File: config.mk
export PLATFORM = sky130hd
export DESIGN_NAME = reg_file_8x_onehot
export DESIGN_NICKNAME = d
export VERILOG_FILES = /design/src/rtl/reg_file_pkg.sv /design/src/rtl/reg_file_read_port.sv /design/src/rtl/reg_file_8x_onehot.sv
export SDC_FILE = /design/constraint.sdc
export NUM_CORES = 1
export LEC_CHECK = 0
export ABC_AREA = 1
export CORE_MARGIN = 1
export CORE_UTILIZATION = 45
export DETAILED_ROUTE_END_ITERATION = 10
export MAX_ROUTING_LAYER = met4
export PLACE_DENSITY = 0.7
export SETUP_SLACK_MARGIN = 0.5
export SYNTH_ARGS = -nofsm -noshare
export SYNTH_HDL_FRONTEND = slang
export SYNTH_SLANG_ARGS = --single-unit
export TNS_END_PERCENT = 100
File: constraint.sdc
create_clock -name i_clock -period 2.29 [get_ports i_clock]
set_input_delay 0.458 -clock i_clock [delete_from_list [all_inputs] [get_ports i_clock]]
set_output_delay 0.458 -clock i_clock [all_outputs]
set_load 0.02 [all_outputs]
File: src/rtl/reg_file_pkg.sv
// Shared constants and helpers for the 8-entry one-hot register file.
// Also reused by the decoder_3to8 bench for one-hot checks.
package reg_file_pkg;

    localparam int NREG      = 8;
    localparam int ADDR_W    = 3;
    localparam int DEF_WIDTH = 8;

    localparam logic [NREG-1:0] REG_NONE = 8'h00;

    function automatic logic is_onehot8(input logic [NREG-1:0] sel);
        return ($countones(sel) == 1);
    endfunction

endpackage

File: src/rtl/reg_file_read_port.sv
// One registered read port: address mux, write-first bypass, valid mask.
// Latency 1 cycle; no backpressure, data holds while i_rd_en is low.
module reg_file_read_port
    import reg_file_pkg::*;
#(
    parameter int WIDTH = DEF_WIDTH
) (
    input  logic                        i_clock,
    input  logic                        i_reset_n,
    input  logic                        i_rd_en,
    input  logic [ADDR_W-1:0]           i_rd_addr,
    input  logic [NREG-1:0][WIDTH-1:0]  i_regs,
    input  logic [NREG-1:0]             i_reg_valid,
    input  logic                        i_wr_legal,
    input  logic [NREG-1:0]             i_wr_sel,
    input  logic [WIDTH-1:0]            i_wr_data,
    output logic [WIDTH-1:0]            o_rd_data,
    output logic                        o_rd_valid
);

    logic             w_bypass;
    logic [WIDTH-1:0] w_rd_next;
    logic [WIDTH-1:0] r_rd_data;
    logic             r_rd_valid;

    // Reads see the pre-clear view, so a pending Clear is deliberately not consulted here.
    always_comb begin
        w_bypass  = i_wr_legal && i_wr_sel[i_rd_addr];
        w_rd_next = '0;
        if (w_bypass) begin
            w_rd_next = i_wr_data;
        end else if (i_reg_valid[i_rd_addr]) begin
            w_rd_next = i_regs[i_rd_addr];
        end
    end

    always_ff @(posedge i_clock or negedge i_reset_n) begin
        if (!i_reset_n) begin
            r_rd_data  <= '0;
            r_rd_valid <= 1'b0;
        end else begin
            r_rd_valid <= i_rd_en;
            if (i_rd_en) begin
                r_rd_data <= w_rd_next;
            end
        end
    end

    assign o_rd_data  = r_rd_data;
    assign o_rd_valid = r_rd_valid;

endmodule

File: src/rtl/reg_file_8x_onehot.sv
// Eight-entry register file with one-hot write select, two registered read ports.
// Read latency 1 cycle; no backpressure. Non-one-hot write requests set a sticky error.
module reg_file_8x_onehot
    import reg_file_pkg::*;
#(
    parameter int WIDTH = DEF_WIDTH
) (
    input  logic               i_clock,
    input  logic               i_reset_n,
    input  logic               i_wr_enable,
    input  logic [NREG-1:0]    i_wr_sel,
    input  logic [WIDTH-1:0]   i_wr_data,
    input  logic               i_clear,
    input  logic               i_rd_en_a,
    input  logic [ADDR_W-1:0]  i_rd_addr_a,
    input  logic               i_rd_en_b,
    input  logic [ADDR_W-1:0]  i_rd_addr_b,
    output logic [WIDTH-1:0]   o_rd_data_a,
    output logic               o_rd_valid_a,
    output logic [WIDTH-1:0]   o_rd_data_b,
    output logic               o_rd_valid_b,
    output logic [NREG-1:0]    o_reg_valid,
    output logic               o_sel_error
);

    logic [NREG-1:0][WIDTH-1:0] r_regs;
    logic [NREG-1:0]            r_reg_valid;
    logic                       r_sel_error;
    logic                       w_sel_onehot;
    logic                       w_wr_legal;
    logic                       w_wr_illegal;

    assign w_sel_onehot = is_onehot8(i_wr_sel);
    assign w_wr_legal   = i_wr_enable &&  w_sel_onehot;
    assign w_wr_illegal = i_wr_enable && !w_sel_onehot;

    always_ff @(posedge i_clock or negedge i_reset_n) begin
        if (!i_reset_n) begin
            r_regs <= '0;
        end else begin
            for (int i = 0; i < NREG; i++) begin
                if (w_wr_legal && i_wr_sel[i]) begin
                    r_regs[i] <= i_wr_data;
                end
            end
        end
    end

    // A legal write beats Clear; an illegal write beats Clear on the error flag.
    always_ff @(posedge i_clock or negedge i_reset_n) begin
        if (!i_reset_n) begin
            r_reg_valid <= REG_NONE;
            r_sel_error <= 1'b0;
        end else begin
            if (i_clear) begin
                r_reg_valid <= w_wr_legal ? i_wr_sel : REG_NONE;
            end else if (w_wr_legal) begin
                r_reg_valid <= r_reg_valid | i_wr_sel;
            end
            if (w_wr_illegal) begin
                r_sel_error <= 1'b1;
            end else if (i_clear) begin
                r_sel_error <= 1'b0;
            end
        end
    end

    reg_file_read_port #(.WIDTH(WIDTH)) u_port_a (
        .i_clock     (i_clock),
        .i_reset_n   (i_reset_n),
        .i_rd_en     (i_rd_en_a),
        .i_rd_addr   (i_rd_addr_a),
        .i_regs      (r_regs),
        .i_reg_valid (r_reg_valid),
        .i_wr_legal  (w_wr_legal),
        .i_wr_sel    (i_wr_sel),
        .i_wr_data   (i_wr_data),
        .o_rd_data   (o_rd_data_a),
        .o_rd_valid  (o_rd_valid_a)
    );

    reg_file_read_port #(.WIDTH(WIDTH)) u_port_b (
        .i_clock     (i_clock),
        .i_reset_n   (i_reset_n),
        .i_rd_en     (i_rd_en_b),
        .i_rd_addr   (i_rd_addr_b),
        .i_regs      (r_regs),
        .i_reg_valid (r_reg_valid),
        .i_wr_legal  (w_wr_legal),
        .i_wr_sel    (i_wr_sel),
        .i_wr_data   (i_wr_data),
        .o_rd_data   (o_rd_data_b),
        .o_rd_valid  (o_rd_valid_b)
    );

    assign o_reg_valid = r_reg_valid;
    assign o_sel_error = r_sel_error;

endmodule

==> results.md <==
* Upper clock frequency limit at 268 MHz
* Total wirelength of the detailed-routed design at ~19000 um
* WS Path Type: in2reg
* Cell accounting for the most synthesized area: dfrtp_1
* Destination of the critical timing path: r_regs[44]
* Die height at 113 um
* Register-to-register setup slack at between 0.7 and 0.8 ns
* Run status: finished with violations
* End-of-flow core utilization at 63.1%
* Yosys reg bits at 91
* Wire length of the first global-routing pass at 29800 um
* Number of hold violations in the final report at 0
* Violated checks: negative setup slack
* Number of remaining DRC errors at 0
* Beginning of the critical path: i_wr_sel[3]
* Hold-fix buffers, CTS at 0
* Switching component of the power at slightly below 3 mW
* GR Util All Layers at 32.1%
* Most frequent cell after synthesis: nand2_1
* Crit share post-route at 163%
* Largest stage delay on the critical path at 0.54 ns
* CTS tree: built
* CP most frequent cell: fa_1
* Sinks on the clock net at 91
* NumNets Final at 964
* Critical-path cell list: buf_6, buf_6, inv_12, fa_1, fa_1, fa_1, inv_1, ha_2, inv_2, fa_1, nand2_1, a21oi_2, nand2_2, nor2_4, buf_12, buf_16, buf_12, nand2_8, buf_6, nand2_1, o21ai_1
* Maximum number of pins on one net before global-route repair at 92
* Sequential fraction of the synthesis area at approximately two fifths
* Syn_area_per_cell at 6.68 um^2
* Top cells by area, synth: dfrtp_1 41%, nand2_1 27%, nand3_1 10%
* Diode insertion count for antenna repair at 0
* Fraction of final layout cells with drive strength greater than 1 at 18.3%
* Number of distinct library cells after synthesis at 20
* CP top delay family: adder cells
* Unrepaired setup endpoints after global routing: yes
* Global-route met2 utilization at a little under half
* Measured slew at the worst slew-check pin at ~0.67 ns
* Floorplan die area at 12800 um^2
* Starting Density at 46.3%
* Worst R2R Start: o_reg_valid[4]
* Root buffer cell: clkbuf_16
* Crit path DAT at 3.95 ns
* Leak at 4.32 nW
* Detail-routed via count per cell at 5.45
* Chip width at between 100 and 150 um
* Area of the core at 12000 um^2
* Final Total Pwr at around 7.5 mW
* Minimum period implied by the final worst setup slack at 3.73 ns
* Met1 track utilization from global routing at 43.3%
* Critical Path Source Type: input port
* Largest driver fanout on the critical path at 5
* Fraction of power consumed by sequential logic at 35.4%
* Worst vdd rail ir drop at 0.593 mV
* Main synth FF type: dfrtp_1
* HPWL after detailed placement at about 11000 um
* Clock slew seen by the registers of the worst setup and hold paths at 0.06 ns
* Worst rel slew slack at 55.5%
* Std cell rows at 40
* Number of enable flip-flop cells after synthesis at 0
* Relative contribution of combinational cells to total power at 41.8%
* Critical Path Stages at 21
* Setup ws final at -1.44 ns
* Initial antenna violation count at 0
* Number of I/O pins at 55
* Clock Path Buffers at 2
* Required time at the worst-slack endpoint at 2.51 ns
* Number of buffers inserted during clock tree synthesis at 9
* Class of the tightest hold or removal check: in2async
* Routing layer with the top usage in global route: met2
* Total via count after detailed routing at 5892
* Grt met3 use at a little under 8%
* Total of warnings raised by yosys at 0
* Final-report setup violation count at 89
* Fraction of synthesized cell area taken by the top area cell type at approximately 40%
* Grt total ovfl at 0
* Worst-case reg-to-reg path depth at 10
* H-tree lvl count at 3
* Worst-Skew Late Latency at 0.36 ns
* Net switching share of the total power at about two fifths
* Internal power summed over all cells at 4.58 mW
* Synthesized instance count at 832
* Area added between synthesis and finish at 36.3%
* Reported max-cap violation count at 0
* Port Buf Inserts at 54
* Number of fill cells in the layout at 1062
* Synth top cells by count: 397 x nand2_1, 112 x nand3_1, 101 x inv_1
* Number of nets still failing antenna checks after routing at 0
* Areal power density over the cells at between 900 and 1000 nW/um^2
* Gp weighted congestion at approximately 0.93
* Nets in the synthesized netlist at 867
* Share of power burned in the clock network at 22.8%
* Count of final max-slew check failures at 0
* Vias in the first global route at around 5500
* Capturing element type of the critical path: register
* Initial drt markers at 652
* Mapped Area at 5560 um^2
* Buf+Inv Stages, Crit Path at 9
* Average wire per cell in the routed design at 17.5 um
* Proportion of synthesized flip-flops having asynchronous set or reset at 100%
* FF-to-FF End: u_port_b.o_rd_data[7]
* Cell with the largest stage delay on the worst path: fa_1
* Fin Clk Skew at 0.00860 ns
* First-pass detailed-route iteration total at 8
flip-flops by register name, summed over array words and instances, names as in the netlist:
register             count
o_reg_valid              8
o_sel_error              1
r_regs                  64
u_port_a.o_rd_data       8
u_port_a.o_rd_valid      1
u_port_b.o_rd_data       8
u_port_b.o_rd_valid      1
worst register-to-register path: stages, from the launching register on:
cell,delay (ns)
dfrtp_1,0.38
inv_1,0.12
nand2_1,0.07
nand3_1,0.09
nand2_1,0.09
nand2_1,0.07
nand2_1,0.19
nand2_1,0.19
nand2_4,0.07
nand3_2,0.07
nand2_1,0.06
metrics by stage:
stage          setup TNS [ns]  worst slack [ns]  instance area [um^2]  cells  hold slack, ns
5_1_grt               -135.61             -1.59                  7570   1081           0.182
3_5_place_dp          -188.45             -2.17                  6390   1038           0.470
3_3_place_gp          -184.96             -2.14                  6390   1038           0.465
4_1_cts               -116.76             -1.42                  7420   1077           0.160
2_1_floorplan         -116.65             -1.36                  5580    832           0.162
6_report              -121.60             -1.44                  7570   1081           0.106
cells in the final DEF (no fill, tap or decap), types with 2 or more instances in the layout:
| master | instances |
|---|---|
| bufinv_16 | 2 |
| inv_2 | 5 |
| nand3_2 | 13 |
| fa_1 | 4 |
| buf_16 | 4 |
| inv_1 | 97 |
| clkinv_1 | 2 |
| nand2_1 | 355 |
| nand2_8 | 10 |
| o21ai_2 | 11 |
| nand2_4 | 6 |
| nand2_2 | 34 |
| o21ai_1 | 37 |
| dfrtp_1 | 91 |
| ha_1 | 2 |
| dlygate4sd2_1 | 4 |
| o21ai_0 | 25 |
| buf_6 | 13 |
| clkbuf_8 | 2 |
| clkinv_4 | 2 |
| clkdlybuf4s50_1 | 26 |
| buf_2 | 2 |
| buf_4 | 37 |
| clkbuf_16 | 9 |
| buf_8 | 7 |
| buf_12 | 9 |
| nand3_1 | 99 |
| dlymetal6s2s_1 | 20 |
cells by family after synthesis:
kind of cell / count (synthesis) / synth area share, %
AND/OR/NAND/NOR: 517 / 38.2
adder cells (fa/ha/maj): 7 / 2.12
buffers and inverters: 143 / 12.1
AO/OA/AOI/OAI: 74 / 6.66
flip-flops: 91 / 41.0
timing repair:
action | CTS | global route
setup endpoints to repair | 92 | 109
gates resized for setup | 164 | 44
gates cloned | 17 | 0
pin swaps | 40 | 18
setup buffers | 6 | 4
how the worst min path moves through the flow:
| stage | from | end | slack [ns] | cells after the start |
|---|---|---|---|---|
| global placement | r_regs[12] | r_regs[12] | 0.47 | 2 |
| finish | i_reset_n | u_port_b.o_rd_valid | 0.11 | 2 |
| detailed placement | u_port_a.o_rd_data[4] | u_port_a.o_rd_data[4] | 0.47 | 2 |
| global route | i_reset_n | u_port_b.o_rd_valid | 0.18 | 2 |
| floorplan | i_reset_n | o_reg_valid[0] | 0.16 | 0 |
| CTS | i_reset_n | r_regs[30] | 0.16 | 2 |
area by class of cell:
type                            count  area (um^2)  area share [%]
Inverter                          105          407            5.37
Clock buffer                       11          253            3.34
Multi-Input combinational cell    600         2990            39.5
Timing Repair Buffer              122         1380            18.2
Tap cell                          147          184            2.43
Clock inverter                      5         85.1            1.12
Sequential cell                    91         2280            30.1
power groups by stage:
stage	Sequential, mW	Combinational, mW	Clock (mW)
floorplan	2.65	1.66	0
global placement	2.60	2.47	0
detailed placement	2.61	2.52	0
CTS	2.62	2.99	1.70
global route	2.71	3.49	1.78
finish	2.65	3.13	1.70
layer usage:
| metal | vias up | routed length [um] |
|---|---|---|
| met1 | 2783 | 7990 |
| met3 | 45 | 1970 |
| met4 | 0 | 521 |
| met5 | - | 0 |
| li1 | 2769 | - |
| met2 | 295 | 8470 |
(Power assumes the default switching activity.)
